--- src/rtl/mine_controller_if.sv ---
// Signal bundle between the minesweeper game controller and its surroundings (buttons + board).
// The slave modport is the controller's view; master is the button/board side.
interface mine_controller_if #(
  parameter int GRID_SIZE  = 3,
  parameter int STATE_SIZE = 4,
  parameter int COUNT_W    = 8
);
  localparam int N = GRID_SIZE * GRID_SIZE;

  logic                    btnNew;
  logic                    btnReveal;
  logic                    btnMove;
  logic [1:0]              btnDir;
  logic [N-1:0]            bombSeed;
  logic [STATE_SIZE*N-1:0] states;
  logic [N-1:0]            nextCursorGrid;

  logic [N-1:0]            bombGrid;
  logic [N-1:0]            revealGrid;
  logic [N-1:0]            cursorGrid;
  logic                    move;
  logic [1:0]              dir;
  logic [1:0]              gameState;
  logic                    busy;
  logic [COUNT_W-1:0]      revealCount;

  modport slave (
    input  btnNew, btnReveal, btnMove, btnDir, bombSeed, states, nextCursorGrid,
    output bombGrid, revealGrid, cursorGrid, move, dir, gameState, busy, revealCount
  );

  modport master (
    output btnNew, btnReveal, btnMove, btnDir, bombSeed, states, nextCursorGrid,
    input  bombGrid, revealGrid, cursorGrid, move, dir, gameState, busy, revealCount
  );
endinterface

--- src/rtl/mine_controller.sv ---
// Minesweeper game controller: turns button pulses into cursor moves and reveals,
// runs the multi-cycle zero-cell flood fill against the board's cell states and tracks win/lose.
module mine_controller #(
  parameter int GRID_SIZE  = 3,
  parameter int STATE_SIZE = 4,
  parameter int COUNT_W    = 8
) (
  input  logic             clk,
  input  logic             reset,
  mine_controller_if.slave bus
);
  localparam int N = GRID_SIZE * GRID_SIZE;
  localparam logic [N-1:0] CURSOR_HOME = {1'b1, {(N-1){1'b0}}};

  typedef enum logic [2:0] {
    S_IDLE,
    S_PLAY,
    S_MOVE,
    S_FLOOD,
    S_CHECK,
    S_WIN,
    S_LOSE
  } state_t;

  // In-grid 8-neighbour mask of cell k; rows never wrap into each other.
  function automatic logic [N-1:0] nbr_mask(input int k);
    logic [N-1:0] m;
    int r, c, rr, cc;
    m = '0;
    r = k / GRID_SIZE;
    c = k % GRID_SIZE;
    for (int dr = -1; dr <= 1; dr++) begin
      for (int dc = -1; dc <= 1; dc++) begin
        rr = r + dr;
        cc = c + dc;
        if ((dr != 0 || dc != 0) && rr >= 0 && rr < GRID_SIZE && cc >= 0 && cc < GRID_SIZE)
          m[rr*GRID_SIZE + cc] = 1'b1;
      end
    end
    return m;
  endfunction

  state_t                r_state;
  logic [N-1:0]          r_bomb_grid;
  logic [N-1:0]          r_reveal_grid;
  logic [N-1:0]          r_cursor_grid;
  logic                  r_move;
  logic [1:0]            r_dir;

  state_t                w_state_next;
  logic [N-1:0]          w_bomb_next;
  logic [N-1:0]          w_reveal_next;
  logic [N-1:0]          w_cursor_next;
  logic [1:0]            w_dir_next;

  logic [N-1:0]          w_zero;
  logic [N-1:0]          w_expand;
  logic [STATE_SIZE-1:0] w_cur_state;
  logic                  w_cur_bomb;
  logic                  w_cur_revealed;
  logic [1:0]            w_game_state;

  // A cell joins the next flood ring when any revealed zero-count neighbour touches it.
  for (genvar k = 0; k < N; k++) begin : g_cell
    localparam logic [N-1:0] NBR = nbr_mask(k);
    assign w_zero[k]   = r_reveal_grid[k] & (bus.states[k*STATE_SIZE +: STATE_SIZE] == '0);
    assign w_expand[k] = ~r_bomb_grid[k] & ~r_reveal_grid[k] & (|(NBR & w_zero));
  end

  always_comb begin
    w_cur_state = '0;
    for (int k = 0; k < N; k++) begin
      if (r_cursor_grid[k]) w_cur_state = w_cur_state | bus.states[k*STATE_SIZE +: STATE_SIZE];
    end
  end

  assign w_cur_bomb     = |(r_cursor_grid & r_bomb_grid);
  assign w_cur_revealed = |(r_cursor_grid & r_reveal_grid);

  always_comb begin
    // NOTE: every signal written here gets a default first, so no path can leave one unassigned and infer a latch.
    w_state_next  = r_state;
    w_bomb_next   = r_bomb_grid;
    w_reveal_next = r_reveal_grid;
    w_cursor_next = r_cursor_grid;
    w_dir_next    = r_dir;

    if (bus.btnNew) begin
      w_bomb_next   = bus.bombSeed;
      w_reveal_next = '0;
      w_cursor_next = CURSOR_HOME;
      w_state_next  = S_CHECK;
    end else begin
      case (r_state)
        S_PLAY: begin
          if (bus.btnReveal) begin
            if (!w_cur_revealed) begin
              if (w_cur_bomb) begin
                w_reveal_next = r_reveal_grid | r_bomb_grid;
                w_state_next  = S_LOSE;
              end else begin
                w_reveal_next = r_reveal_grid | r_cursor_grid;
                w_state_next  = (w_cur_state == '0) ? S_FLOOD : S_CHECK;
              end
            end
          end else if (bus.btnMove) begin
            w_dir_next   = bus.btnDir;
            w_state_next = S_MOVE;
          end
        end
        // An all-zero proposal means the move would leave the grid.
        S_MOVE: begin
          if (|bus.nextCursorGrid) w_cursor_next = bus.nextCursorGrid;
          w_state_next = S_PLAY;
        end
        S_FLOOD: begin
          if (|w_expand) w_reveal_next = r_reveal_grid | w_expand;
          else           w_state_next  = S_CHECK;
        end
        S_CHECK: begin
          w_state_next = (&(r_reveal_grid | r_bomb_grid)) ? S_WIN : S_PLAY;
        end
        default: ;
      endcase
    end
  end

  always_ff @(posedge clk or posedge reset) begin
    if (reset) begin
      r_state       <= S_IDLE;
      r_bomb_grid   <= '0;
      r_reveal_grid <= '0;
      r_cursor_grid <= CURSOR_HOME;
      r_move        <= 1'b0;
      r_dir         <= 2'b00;
    end else begin
      // NOTE: non-blocking assignments so every register samples the pre-edge values computed above.
      r_state       <= w_state_next;
      r_bomb_grid   <= w_bomb_next;
      r_reveal_grid <= w_reveal_next;
      r_cursor_grid <= w_cursor_next;
      r_move        <= (w_state_next == S_MOVE);
      r_dir         <= w_dir_next;
    end
  end

  always_comb begin
    case (r_state)
      S_IDLE:  w_game_state = 2'b00;
      S_WIN:   w_game_state = 2'b10;
      S_LOSE:  w_game_state = 2'b11;
      default: w_game_state = 2'b01;
    endcase
  end

  assign bus.bombGrid    = r_bomb_grid;
  assign bus.revealGrid  = r_reveal_grid;
  assign bus.cursorGrid  = r_cursor_grid;
  assign bus.move        = r_move;
  assign bus.dir         = r_dir;
  assign bus.gameState   = w_game_state;
  assign bus.busy        = (r_state == S_MOVE) || (r_state == S_FLOOD) || (r_state == S_CHECK);
  assign bus.revealCount = COUNT_W'($countones(r_reveal_grid));
endmodule

--- src/flat_wrapper.sv ---
// flat-port wrapper written by rule: the top's interface ports become plain ports
module mine_controller_flat 
#(
  parameter int GRID_SIZE  = 3,
  parameter int STATE_SIZE = 4,
  parameter int COUNT_W    = 8
)
  (clk, reset, bus_btnNew, bus_btnReveal, bus_btnMove, bus_btnDir, bus_bombSeed, bus_states, bus_nextCursorGrid, bus_bombGrid, bus_revealGrid, bus_cursorGrid, bus_move, bus_dir, bus_gameState, bus_busy, bus_revealCount);
  mine_controller_if #(.GRID_SIZE(GRID_SIZE), .STATE_SIZE(STATE_SIZE), .COUNT_W(COUNT_W)) bus_i ();
  input  logic clk;
  input  logic reset;
  input wire logic [$bits(bus_i.btnNew)-1:0] bus_btnNew;
  input wire logic [$bits(bus_i.btnReveal)-1:0] bus_btnReveal;
  input wire logic [$bits(bus_i.btnMove)-1:0] bus_btnMove;
  input wire logic [$bits(bus_i.btnDir)-1:0] bus_btnDir;
  input wire logic [$bits(bus_i.bombSeed)-1:0] bus_bombSeed;
  input wire logic [$bits(bus_i.states)-1:0] bus_states;
  input wire logic [$bits(bus_i.nextCursorGrid)-1:0] bus_nextCursorGrid;
  output wire logic [$bits(bus_i.bombGrid)-1:0] bus_bombGrid;
  output wire logic [$bits(bus_i.revealGrid)-1:0] bus_revealGrid;
  output wire logic [$bits(bus_i.cursorGrid)-1:0] bus_cursorGrid;
  output wire logic [$bits(bus_i.move)-1:0] bus_move;
  output wire logic [$bits(bus_i.dir)-1:0] bus_dir;
  output wire logic [$bits(bus_i.gameState)-1:0] bus_gameState;
  output wire logic [$bits(bus_i.busy)-1:0] bus_busy;
  output wire logic [$bits(bus_i.revealCount)-1:0] bus_revealCount;
  assign bus_i.btnNew = bus_btnNew;
  assign bus_i.btnReveal = bus_btnReveal;
  assign bus_i.btnMove = bus_btnMove;
  assign bus_i.btnDir = bus_btnDir;
  assign bus_i.bombSeed = bus_bombSeed;
  assign bus_i.states = bus_states;
  assign bus_i.nextCursorGrid = bus_nextCursorGrid;
  assign bus_bombGrid = bus_i.bombGrid;
  assign bus_revealGrid = bus_i.revealGrid;
  assign bus_cursorGrid = bus_i.cursorGrid;
  assign bus_move = bus_i.move;
  assign bus_dir = bus_i.dir;
  assign bus_gameState = bus_i.gameState;
  assign bus_busy = bus_i.busy;
  assign bus_revealCount = bus_i.revealCount;
  mine_controller #(.GRID_SIZE(GRID_SIZE), .STATE_SIZE(STATE_SIZE), .COUNT_W(COUNT_W)) u_core (.clk(clk), .reset(reset), .bus(bus_i));
endmodule
--- config.mk ---
export PLATFORM = sky130hd
export DESIGN_NAME = mine_controller_flat
export DESIGN_NICKNAME = d
export VERILOG_FILES = /design/src/rtl/mine_controller_if.sv /design/src/rtl/mine_controller.sv /design/src/flat_wrapper.sv
export SDC_FILE = /design/constraint.sdc
export NUM_CORES = 1
export LEC_CHECK = 0
export BUFFER_PORTS_ARGS = -buffer_cell sky130_fd_sc_hd__buf_4
export CORE_UTILIZATION = 50
export CTS_BUF_LIST = sky130_fd_sc_hd__clkbuf_2
export DETAILED_ROUTE_END_ITERATION = 8
export PLACE_DENSITY_LB_ADDON = 0.05
export SLEW_MARGIN = 10
export SYNTH_ARGS = -nofsm -noshare
export SYNTH_HDL_FRONTEND = slang
export SYNTH_SLANG_ARGS = --single-unit
export TNS_END_PERCENT = 30
--- constraint.sdc ---
create_clock -name clk -period 2.8 [get_ports clk]
set_input_delay 0.28 -clock clk [delete_from_list [all_inputs] [get_ports clk]]
set_output_delay 0.28 -clock clk [all_outputs]
set_load 0.1 [all_outputs]
* After elaboration in Yosys (flattened, before gate mapping)
Index checks and enable logic that the tools add are counted. W data, S select, Z words.
Storage, ports and cells: flip-flop bits (word level) 33, bits of input ports 61
Cells by class: muxes and demuxes 28, reduce and logical (&&, ||, !) cells 33, bitwise gates (word level) 60, $add $sub $neg 8, equal/unequal tests 10
Operator list (count):
- $mux W9 | 8
- $logic_not A4 Y1 | 10
- $mux W4 | 9
- $reduce_or A9 Y1 | 4
- $or A4 B4 Y4 | 8
- $and A1 B1 Y1 | 27
- $or A9 B9 Y9 | 3
- $add A8 B8 Y8 | 3
- $mux W3 | 8
- $not A1 Y1 | 20
- $reduce_or A5 Y1 | 4
- $and A9 B9 Y9 | 2
- $pmux W9 S2 | 1
- $pmux W3 S4 | 1
- $reduce_or A3 Y1 | 4
- $eq A3 B2 Y1 const B | 3
- $eq A3 B3 Y1 const B | 3
- $reduce_and A9 Y1 | 1
- $add A1 B1 Y2 | 4
- $add A8 B1 Y8 | 1
- $reduce_and A4 Y1 | 2
- $reduce_or A8 Y1 | 1
- $ne A3 B3 Y1 const B | 2
- $pmux W2 S3 | 1
- 7 further kinds | 9

* Logic depth before layout (Yosys ltp)
word-level depth 25, mapped depth 8, depth with buffers taken out 7

* Worst setup path after synthesis
No wires, ideal clock.
kind reg-to-output, from register u_core.r_reveal_grid[4], in the netlist u_core.bus.revealGrid[4], to output port bus_revealCount[2], setup slack -1.099 ns, arrival 3.619 ns, required time 2.520 ns, stages on the path, launching flop included 6, cell sequence dfrtp_1 > ha_1 > fa_1 > fa_1 > ha_1 > fa_1
On the way: longest elaborated chain between the ends 4
RTL lines:
- start, declared | RTL line mine_controller.sv:45 | logic [N-1:0] r_reveal_grid;
- start signal, assigned | RTL line mine_controller.sv:140 | r_reveal_grid <= w_reveal_next;
- $add A1 B1 Y2 (not written as such) | RTL line mine_controller.sv:163 | assign bus.revealCount = COUNT_W'($countones(r_reveal_grid));
- $add A8 B8 Y8 (not written as such) (2 in series) | RTL line mine_controller.sv:163
- $add A8 B1 Y8 (not written as such) | RTL line mine_controller.sv:163
- end, declared | RTL line flat_wrapper.sv:26 | output wire logic [$bits(bus_i.revealCount)-1:0] bus_revealCount;
No other way between the ends.

* Final worst setup path
from register u_core.r_reveal_grid[5], in the netlist u_core.bus.revealGrid[5], to output port bus_revealCount[2]
Same word-level chain as after synthesis.

==> impl_metrics.env <==
export IMPL_cts_setup_buffers=0
export IMPL_ir_worst_vdd_uv=448
export IMPL_top_layer_used="met4"
export IMPL_clk_latency_ps=390
export IMPL_hold_path_class="primary input to flop"
export IMPL_dieArea_um2=5320
export IMPL_fin_worst_skew_ps=11.7
export IMPL_fin_ws_ps=-492
export IMPL_leakage_nw=1.60
export IMPL_max_stage_delay_ps=560
export IMPL_synthCells=274
export IMPL_netlist_area_um2=2510
export IMPL_cp_data_required_time_ps=2520
export IMPL_drv_cap=0
export IMPL_slew_headroom=0.547
export IMPL_fin_setup_tns_ps=-841
export IMPL_mostFrequentLayoutCell="buf_4"
export IMPL_period_needed_ps=3290
export IMPL_cts_buffer_depth=2
export IMPL_start_util=0.525
export IMPL_path_clk_slew_ps=180
export IMPL_final_util=0.745
export IMPL_grt_usage=0.324
export IMPL_final_area_um2=3560
export IMPL_areaGrowthSynthToFinish_pct=41.7
export IMPL_dr_pass1_iters=5
export IMPL_synth_seq_cells=33
export IMPL_met3_length_um=748
export IMPL_num_vias=2773
export IMPL_hold_viol=0
export IMPL_cts_sinks=33
export IMPL_rsz0062_at_grt="true"
export IMPL_drive_above_1_share=0.431
export IMPL_period_share=1.18
export IMPL_place_congestion=0.915
export IMPL_postSynthAreaPerCell_um2=9.18
export IMPL_setup_viol=4
export IMPL_drtIter0Drc=214
export IMPL_io_pins=102
export IMPL_nets=453
export IMPL_wl_per_cell_um=18.2
export IMPL_place_area_um2=3440
export IMPL_synth_edff_count=0
export IMPL_ys_seq_area_frac=0.329
export IMPL_fmax_mhz=304
export IMPL_cp_buffers_inverters=1
export IMPL_antenna_found_initial=0
export IMPL_path_cells="ha_4 > fa_1 > fa_1 > ha_4 > fa_2 > buf_12"
export IMPL_dpl_hpwl_um=6190
export IMPL_ys_warn_count=0
export IMPL_stdcell_count=450
export IMPL_grt_max_degree=23
export IMPL_die_y_um=72.9
export IMPL_critPathSlowestCell="fa_1"
export IMPL_core_region_area_um2=4790
export IMPL_crit_family="adder cells"
export IMPL_synth_flop_cell="dfrtp_1"
export IMPL_detail_route_antenna_nets=0
export IMPL_root_buffer="clkbuf_2"
export IMPL_rows=25
export IMPL_routed_via_density=6.16
export IMPL_endpoint_kind="primary output"
export IMPL_port_buffers=97
export IMPL_crit_type="flop to primary output"
export IMPL_netlist_cell_type_count=57
export IMPL_power_density_nw_per_um2=452
export IMPL_grt_pass1_vias=2709
export IMPL_violations="setup timing"
export IMPL_drv_slew=0
export IMPL_drt_wl_total_um=8190
export IMPL_wl_met2_um=4020
export IMPL_async_flop_share=1.00
export IMPL_die_w_um=72.9
export IMPL_arrival_ps=3010
export IMPL_antenna_cells=0
export IMPL_status="finished, violations left"
export IMPL_cts_buffers=5
export IMPL_met1Wirelength_um=3150
export IMPL_cts_tree="yes"
export IMPL_drc=0
export IMPL_grt_remaining_overflow=0
export IMPL_htreeDepth=2
export IMPL_grt_first_pass_wirelength_um=12800
export IMPL_dpl_cell_count=441
export IMPL_worstMarginPinSlew_ps=672
export IMPL_final_cell_mix="105 x buf_4, 37 x nand2_1, 24 x dfrtp_1"
export IMPL_path_max_fanout=2
export IMPL_start_kind="flop"
sequential cells by signal, indices dropped and copies added (netlist names):
name                   count
u_core.bus.bombGrid        9
u_core.bus.move            1
u_core.r_state             3
u_core.bus.revealGrid      9
u_core.bus.dir             2
u_core.bus.cursorGrid      9
path summary, 6_finish.rpt:
check / from / slack [ps] / endpoint / cells after the start
hold reg to reg: u_core.bus.dir[0]$_DFFE_PP0P_ / 500 / u_core.bus.dir[0]$_DFFE_PP0P_ / 2
max in group asynchronous: reset / 1560 / u_core.bus.cursorGrid[8]$_DFFE_PP1P_ / 4
min in group asynchronous: reset / 510 / u_core.bus.revealGrid[8]$_DFFE_PP0P_ / 3
hold / removal: bus_btnDir[0] / 80 / u_core.bus.dir[0]$_DFFE_PP0P_ / 3
setup / recovery: u_core.bus.revealGrid[5]$_DFFE_PP0P_ / -490 / bus_revealCount[2] / 6
setup reg to reg: u_core.bus.revealGrid[4]$_DFFE_PP0P_ / 280 / u_core.bus.revealGrid[0]$_DFFE_PP0P_ / 8
where the power goes:
group / leakage (nW) / switching, W / internal (W) / total, W
Clock: 0.0406 / 0.000171 / 0.000152 / 0.000323
Combinational: 1.14 / 0.000513 / 0.000214 / 0.000728
Sequential: 0.413 / 0.0000474 / 0.000512 / 0.000559
Total: 1.60 / 0.000732 / 0.000878 / 0.00161
cells by family after synthesis:
group,after synthesis,synth area share
adders and majority gates,10,0.0647
buffers and inverters,27,0.0478
and+or+nand+nor,98,0.224
AOI/OAI and AO/OA,85,0.245
DFF,33,0.329
muxes,20,0.0876
other,1,0.00149
cell usage after synthesis (3+ instances only):
| library cell | instances | share of area |
|---|---|---|
| nand4_1 | 9 | 0.022 |
| mux2_1 | 3 | 0.013 |
| mux2i_1 | 4 | 0.016 |
| o21a_1 | 4 | 0.012 |
| o2bb2ai_1 | 3 | 0.010 |
| nor2b_1 | 3 | 0.0075 |
| buf_4 | 5 | 0.015 |
| a222oi_1 | 3 | 0.012 |
| a22oi_1 | 8 | 0.024 |
| ha_1 | 5 | 0.025 |
| mux2_2 | 13 | 0.058 |
| o21ai_0 | 21 | 0.042 |
| a21oi_1 | 10 | 0.020 |
| nand3_1 | 5 | 0.0099 |
| nor2_1 | 19 | 0.028 |
| fa_1 | 5 | 0.040 |
| nor4_1 | 6 | 0.015 |
| a211oi_1 | 5 | 0.015 |
| nand2_1 | 37 | 0.055 |
| clkbuf_1 | 5 | 0.0075 |
| inv_1 | 15 | 0.022 |
| nor4_4 | 4 | 0.034 |
| o22ai_1 | 3 | 0.0075 |
| dfrtp_1 | 32 | 0.32 |
| a22o_1 | 5 | 0.017 |
| o21ai_1 | 3 | 0.0060 |
metrics by stage:
stage               worst slack, ps  power, W  hold WS (ps)
CTS                            -486   0.00160          80.1
global placement               -104   0.00126           393
finish                         -492   0.00161          80.8
floorplan                      -352   0.00106           385
detailed placement             -145   0.00127           404
global route                   -585   0.00167          61.9
per-layer routing:
| layer | vias to the layer above | track usage |
|---|---|---|
| met3 | 31 | 0.0635 |
| met5 | - | 0 |
| met2 | 185 | 0.543 |
| li1 | 1252 | - |
| met1 | 1305 | 0.400 |
| met4 | 0 | 0.159 |
worst min-delay path, delay by kind of cell:
| family | cells | cell delay, ps |
|---|---|---|
| AND/OR/NAND/NOR | 2 | 90 |
| buffers and inverters | 1 | 70 |
final cells by class:
type / count / area [um^2]
fillers: 378 / 1220
clock buffers: 6 / 30.0
inverters: 15 / 56.3
repair buffers: 110 / 865
clock inverters: 2 / 33.8
flip-flops and latches: 33 / 857
multi-input cells: 217 / 1640
well taps: 67 / 83.8
repair_timing:
action,CTS,global route
hold buffers,1,0
pin swaps,6,0
resized for setup,13,1
endpoints found under the setup margin,4,4
endpoints found under the hold margin,16,0
(Power assumes the default switching activity.)
